==> src/rtl/bus_arbiter_rr.sv <==
// Round-robin shared-bus arbiter with optional hold-time preemption.
// Grants the memory bus to one cache at a time, inserts a one-cycle
// turnaround after every tenure, and advances the round-robin pointer
// past the last owner so that every requester is eventually served.
module bus_arbiter_rr #(
  parameter  int NUM_REQ  = 4,
  parameter  int MAX_HOLD = 8,
  localparam int ID_W     = $clog2(NUM_REQ)
) (
  input  logic               clk,
  input  logic               rst,
  input  logic [NUM_REQ-1:0] req,
  output logic [NUM_REQ-1:0] gnt,
  output logic               bus_busy,
  output logic [ID_W-1:0]    owner_id,
  output logic               preempt
);

  // The hold counter must be able to hold MAX_HOLD itself, since it saturates there.
  localparam int HOLD_W = (MAX_HOLD < 1) ? 1 : $clog2(MAX_HOLD + 1);

  typedef enum logic [1:0] {IDLE, GRANT, TURN} state_t;

  state_t              state, state_next;
  logic [ID_W-1:0]     rr_ptr, rr_ptr_next;
  logic [ID_W-1:0]     owner_next;
  logic [ID_W-1:0]     pick;
  logic                pick_valid;
  logic [HOLD_W-1:0]   hold_cnt, hold_next;
  logic [NUM_REQ-1:0]  gnt_next;
  logic [NUM_REQ-1:0]  owner_mask;
  logic [NUM_REQ-1:0]  others;
  logic                busy_next;
  logic                preempt_next;
  logic                hold_limit;

  // Round-robin search: walk from rr_ptr upward (wrapping); the lowest offset with a request wins.
  always_comb begin
    pick       = '0;
    pick_valid = 1'b0;
    for (int k = NUM_REQ - 1; k >= 0; k--) begin
      if (req[(int'(rr_ptr) + k) % NUM_REQ]) begin
        pick       = ID_W'((int'(rr_ptr) + k) % NUM_REQ);
        pick_valid = 1'b1;
      end
    end
  end

  // Pending requests from cores other than the owner, and whether the owner has used up its tenure.
  always_comb begin
    owner_mask = NUM_REQ'(1) << owner_id;
    others     = req & ~owner_mask;
    hold_limit = (MAX_HOLD != 0) && (hold_cnt == HOLD_W'(MAX_HOLD - 1));
  end

  // Next-state and next-output logic; a release by the owner takes precedence over preemption.
  always_comb begin
    state_next   = state;
    gnt_next     = gnt;
    busy_next    = bus_busy;
    owner_next   = owner_id;
    preempt_next = 1'b0;
    hold_next    = hold_cnt;
    rr_ptr_next  = rr_ptr;
    case (state)
      IDLE: begin
        if (pick_valid) begin
          gnt_next   = NUM_REQ'(1) << pick;
          owner_next = pick;
          hold_next  = '0;
          busy_next  = 1'b1;
          state_next = GRANT;
        end
      end
      GRANT: begin
        if (!req[owner_id]) begin
          gnt_next   = '0;
          busy_next  = 1'b0;
          state_next = TURN;
        end else if (hold_limit && (others != '0)) begin
          gnt_next     = '0;
          busy_next    = 1'b0;
          preempt_next = 1'b1;
          state_next   = TURN;
        end else if (hold_cnt != HOLD_W'(MAX_HOLD)) begin
          hold_next = hold_cnt + 1'b1;
        end
      end
      TURN: begin
        gnt_next    = '0;
        busy_next   = 1'b0;
        rr_ptr_next = ID_W'((int'(owner_id) + 1) % NUM_REQ);
        state_next  = IDLE;
      end
      default: begin
        gnt_next   = '0;
        busy_next  = 1'b0;
        state_next = IDLE;
      end
    endcase
  end

  // State and registered outputs; reset clears everything at the same edge, including a live grant.
  always_ff @(posedge clk) begin
    if (rst) begin
      state    <= IDLE;
      gnt      <= '0;
      bus_busy <= 1'b0;
      owner_id <= '0;
      preempt  <= 1'b0;
      hold_cnt <= '0;
      rr_ptr   <= '0;
    end else begin
      state    <= state_next;
      gnt      <= gnt_next;
      bus_busy <= busy_next;
      owner_id <= owner_next;
      preempt  <= preempt_next;
      hold_cnt <= hold_next;
      rr_ptr   <= rr_ptr_next;
    end
  end

endmodule
==> config.mk <==
export PLATFORM = sky130hd
export DESIGN_NAME = bus_arbiter_rr
export DESIGN_NICKNAME = d
export VERILOG_FILES = /design/src/rtl/bus_arbiter_rr.sv
export SDC_FILE = /design/constraint.sdc
export NUM_CORES = 1
export LEC_CHECK = 0
export BUFFER_PORTS_ARGS = -buffer_cell sky130_fd_sc_hd__buf_2
export CORE_MARGIN = 2
export CORE_UTILIZATION = 56
export CTS_BUF_LIST = sky130_fd_sc_hd__clkbuf_4 sky130_fd_sc_hd__clkbuf_8
export CTS_CLUSTER_DIAMETER = 200
export DETAILED_ROUTE_END_ITERATION = 10
export PLACE_DENSITY = 0.79
export SLEW_MARGIN = 20
export SYNTH_ARGS = -nofsm -noshare
export SYNTH_HDL_FRONTEND = slang
export SYNTH_SLANG_ARGS = --single-unit
export TNS_END_PERCENT = 10
==> constraint.sdc <==
create_clock -name clk -period 4.5 [get_ports clk]
set_input_delay 0.225 -clock clk [delete_from_list [all_inputs] [get_ports clk]]
set_output_delay 0.225 -clock clk [all_outputs]
set_load 0.02 [all_outputs]
* After elaboration in Yosys (flattened, before gate mapping) *
Cells that the tools add are included.

operators by class
  add/sub/neg operators = 5
  magnitude comparators = 5
  equality and inequality tests = 9
  shifts and indexed selects = 2
  multiplexer cells = 39
  bitwise gates (word level) = 7
  reduce and logical (&&, ||, !) cells = 11

operators by type and width
  cell                                                number
  2-to-1 mux 4 bit                                    7
  2-to-1 mux 1 bit                                    16
  one-hot mux 4 bit (2 select lines)                  2
  2-to-1 mux 2 bit                                    7
  < comparator 3 x 4 -> 1 bit, second input constant  3
  binary-select mux 1 bit (select 2 bit)              5
  inequality test 2 bit, second input constant        4
  left shift 1 x 2 -> 4 bit, first input constant     2
  < comparator 2 x 3 -> 1 bit, second input constant  2
  OR reduction 2 bit                                  3
  AND reduction 5 bit                                 1
  adder 2 x 1 -> 2 bit, second input constant         2
  adder 2 bit, second input constant                  2
  adder 4 x 1 -> 4 bit, second input constant         1
  AND 4 bit                                           1
  == test 4 x 3 -> 1 bit, second input constant       1
  inequality test 4 bit, second input constant        1
  inverter 4 bit                                      1
  one-hot mux 2 bit (2 select lines)                  1
  AND reduction 2 bit                                 2
  nonzero test 4 bit                                  1
  AND 1 bit, first input constant                     3
  inequality test 3 bit, second input constant        1
  OR reduction 3 bit                                  1
  7 further kinds                                     8

word-level totals
  register bits after elaboration = 16
  input port bits = 6
  output and inout bits = 8
  word-level logic and storage cells = 85

* Longest topological paths before layout *
  depth in word-level cells = 13
  mapped depth = 7
  mapped depth without buffers = 7

* Worst setup path before layout *
OpenSTA, ideal clock, no wires.

  path type = register -> register
  start = register owner_id[0]
  end = register hold_cnt[3]
  setup time = 0.132 ns
  arrival time = 1.637 ns
  required time = 4.368 ns
  slack = 2.731 ns
  cell stages (with the launch flop) = 8
  path buffers = 0
  clock period less this slack = 1.769 ns
  cell sequence = dfxtp_1 -> inv_1 -> ha_1 -> nand2b_1 -> a41oi_1 -> nor3_1 -> mux2i_1 -> a21oi_1

between the ends
  word-level cells in the longest chain between the ends = 7
  elaborated cells between the ends (all ways) = 10
  classes of those cells = eq/ne: 2; shift: 1; mux: 2; bitwise: 2; reduce/logical: 3

ends and longest elaborated chain
  item                                    line  text
  start: declaration                      15    output logic [ID_W-1:0] owner_id,
  start signal: assignment                117   owner_id <= owner_next;
  left shift 1 x 2 -> 4 bit               51    owner_mask = NUM_REQ'(1) << owner_id;
  inverter 4 bit                          52    others = req & ~owner_mask;
  AND 4 bit                               52
  nonzero test 4 bit                      80    end else if (hold_limit && (others != '0)) begin
  logical AND 1 bit                       80
  inequality test 2 bit (no source line)  --
  AND reduction 5 bit (no source line) *  --
  end signal: assignment                  119   hold_cnt <= hold_next;
  end: declaration                        29    logic [HOLD_W-1:0] hold_cnt, hold_next;

Mark *: on every way between the ends. The rest lies on a longest branch, timed or not. The select of a mux whose other input is x is not followed.
A chain may end at the register's enable or synchronous reset.

* Final worst setup path *
  start = register owner_id[0]
  end = register gnt[3]

between the ends
  word-level cells in the longest chain between the ends = 7
  elaborated cells between the ends (all ways) = 11
  classes of those cells = eq/ne: 1; shift: 1; mux: 4; bitwise: 2; reduce/logical: 3

ends and longest elaborated chain
  item                                    line  text
  left shift 1 x 2 -> 4 bit               51
  inverter 4 bit                          52
  AND 4 bit                               52
  nonzero test 4 bit                      80
  logical AND 1 bit                       80
  inequality test 3 bit (no source line)  --
  AND reduction 2 bit (no source line)    --
  end signal: assignment                  115   gnt <= gnt_next;
  end: declaration                        13    output logic [NUM_REQ-1:0] gnt,

Parallel ways exist; a longest one is shown, timed or not. The select of a mux whose other input is x is not followed.

==> impl_metrics.ini <==
[sta]
hold_slack_ns = 0.2830
skew_ns = 0.004216
grt_setup_unrepaired = no
fin_ws_ns = 2.572
max_slew.worst_pin.slew_ns = 0.5710
drv_slew = 0
finalHoldViolCount = 0
max_freq_ghz = 0.5188
fin_crit_ns = 1.928
post-route-period-util_pct = 42.83
setup_viol = 0
relSlewSlack_pct = 61.58
tns_ns = 0

[worst_setup_path]
path_max_fanout = 7
worstPathRequired_ns = 4.68
crit_chain = inv_1 > ha_1 > nand2b_1 > a41oi_1 > o31ai_2 > a22oi_1 > nor2_1
cpMaxStageDelayCell = dfxtp_1
crit_type = reg2reg
cp-start-kind = register
cp-end-kind = register
cp.arrival_ns = 2.10
critical-path-max-stage-delay_ns = 0.47

[floorplan]
core_area_sq_um = 1506
die_h_um = 44.25
die_w_um = 44.25
row_count = 14
die_area_sq_um = 1958
start_util_pct = 60.22
io_pins = 14

[clock_network]
post_cts_buffers = 0
cts-root-buf = clkbuf_4
cts_tree = yes
cts_resized = 0
cts_hold_buffers = 0
clk_path_buf_depth = 2
clock_latency_ns = 0.28
clk_pin_slew_ns = 0.10
h-tree-depth = 1
cts_inserted_buffers = 3
numClockSinks = 15

[cells_and_area]
syn_to_final_growth_pct = 11.72
layout.nets = 136
final_layout_size_suffix_gt1_share_pct = 21.14
layout_commonest_cell = dfxtp_1
fin_cells = 139
final_cell_mix = 15 x dfxtp_1, 13 x nor2_1, 13 x buf_2, 11 x a21oi_1, 10 x nand2_1
final_util_pct = 67.28
num_antenna_cells = 0

[yosys]
synth_area_sq_um = 907.1
synth_warnings = 0
synth_seq_area_share_pct = 33.10
synth_nets = 120
syn_area_per_cell_sq_um = 8.399
yosysUniqueCellTypes = 35
synthCells = 108
synth-seq-cells = 15

[routing]
wire_per_inst_um = 14.19
vias = 823
wirelength_mm = 1.972
antenna_left = 0
dr.pass1.iters = 4
vias_per_cell = 5.921
drt_iter0_markers = 28
route.detailed.drc = 0

[job]
max-cap-violations = 0

[global_routing]
grt.overflow.total = 0
antenna_found_initial = 0
grt_max_degree = 16
grt_pass1_wl_mm = 2.987
grt_pass1_vias = 699
grt_use_met1_pct = 28.39
grt.total_usage_pct = 21.34
met2_usage_pct = 32.35
met3_usage_pct = 3.673
busiest_layer = met2

[min_path]
hold_class = in2reg

[placed_design]
routabilityCongestion = 0.8192
port_buffers = 13
dp_worst_setup_slack_ns = 2.588
dp.cells = 135
dpl.hpwl_mm = 1.495

[power]
peakVddDrop_uv = 293.7
power_leakage_nw = 0.4228
cellPowerDensity_nw_per_um2 = 289.9

[outcome]
status = finished clean
==> cell usage after synthesis <==
| cell type | n | area share, % |
|---|---|---|
| o22ai_1 | 1 | 0.69 |
| nand3_1 | 1 | 0.55 |
| nand3_2 | 1 | 1.1 |
| dfxtp_1 | 15 | 33 |
| nor2_1 | 13 | 5.4 |
| and2_1 | 1 | 0.69 |
| and4b_4 | 1 | 1.5 |
| xor2_1 | 1 | 0.97 |
| nand2_1 | 10 | 4.1 |
| a21oi_1 | 11 | 6.1 |
| clkbuf_1 | 1 | 0.41 |
| o31ai_2 | 1 | 1.4 |
| or3_1 | 4 | 2.8 |
| o21a_1 | 1 | 0.83 |
| nor4_1 | 1 | 0.69 |
| nand2b_2 | 2 | 1.9 |
| o22a_1 | 1 | 0.97 |
| mux2i_1 | 3 | 3.3 |
| inv_2 | 1 | 0.41 |
| a41oi_1 | 1 | 0.97 |
| nand2b_1 | 6 | 4.1 |
| nor3_1 | 5 | 2.8 |
| a211oi_4 | 1 | 2.2 |
| inv_1 | 8 | 3.3 |
| nand4_1 | 1 | 0.69 |
| ha_1 | 6 | 8.3 |
| a21o_1 | 1 | 0.83 |
| nor4_2 | 1 | 1.4 |
| nand4b_1 | 1 | 0.97 |
| a32oi_1 | 1 | 0.97 |
| nand3b_1 | 1 | 0.83 |
| a22oi_1 | 2 | 1.7 |
| a41o_1 | 1 | 1.1 |
| mux4_2 | 1 | 2.5 |
| buf_2 | 1 | 0.55 |
==> state kept, by name, indices dropped and copies added, names as in the netlist <==
signal    cells
owner_id      2
bus_busy      1
preempt       1
rr_ptr        2
state         1
gnt           4
hold_cnt      4
==> final timing paths <==
path,startpoint,end,slack (ns),depth (start not counted)
max reg2reg,owner_id[0]$_SDFFE_PP0P_,gnt[3]$_SDFFE_PP0P_,2.57,7
max,owner_id[0]$_SDFFE_PP0P_,gnt[3]$_SDFFE_PP0P_,2.57,7
min,rst,rr_ptr[1]$_SDFFE_PP0N_,0.28,2
min reg2reg,gnt[0]$_SDFFE_PP0P_,gnt[0]$_SDFFE_PP0P_,0.47,2
==> area by class of cell <==
| type | instances | area (sq um) |
|---|---|---|
| sequential | 15 | 300.3 |
| tap | 16 | 20.02 |
| timing repair buffer | 13 | 65.06 |
| clock buffer | 3 | 22.52 |
| inverter | 9 | 33.78 |
| fill | 133 | 493.0 |
| clock inverter | 1 | 7.507 |
| multi-input combinational | 82 | 564.3 |
==> through the flow <==
stage          cell area, sq um  power [mW]
2_1_floorplan             907.1      0.1953
3_3_place_gp              983.4      0.2138
3_5_place_dp              983.4      0.2165
4_1_cts                    1013      0.2964
5_1_grt                    1013      0.3109
6_report                   1013      0.2938
==> critical path: cells and delay by family, from the launching register on <==
kind / cells / cell delay [ns]
AO/OA/AOI/OAI: 3 / 0.82
flip-flops: 1 / 0.47
AND/OR/NAND/NOR: 2 / 0.23
adder cells (fa/ha/maj): 1 / 0.20
buffers and inverters: 1 / 0.10
==> kinds of logic (layout without fill, tap and decap cells) <==
family	count (synthesis)	after routing	share of synthesized area [%]
compound gates	22	22	17.66
mux	4	4	5.793
xor+xnor	1	1	0.9657
simple gates	49	49	29.52
flops	15	15	33.10
fa+ha+maj	6	6	8.276
buf+inv	11	26	4.688
==> power by group <==
part | total [mW] | internal, mW | switching [mW]
Sequential | 0.148 | 0.139 | 0.00829
Combinational | 0.0664 | 0.0243 | 0.0421
Clock | 0.0799 | 0.0337 | 0.0461
==> metal layers <==
metal	vias to the layer above	part of all wire [%]
li1	406	-
met1	384	47
met2	27	43
met3	6	6.5
met4	0	2.6
met5	-	0
No activity file was read; power rests on OpenSTA's default activity.
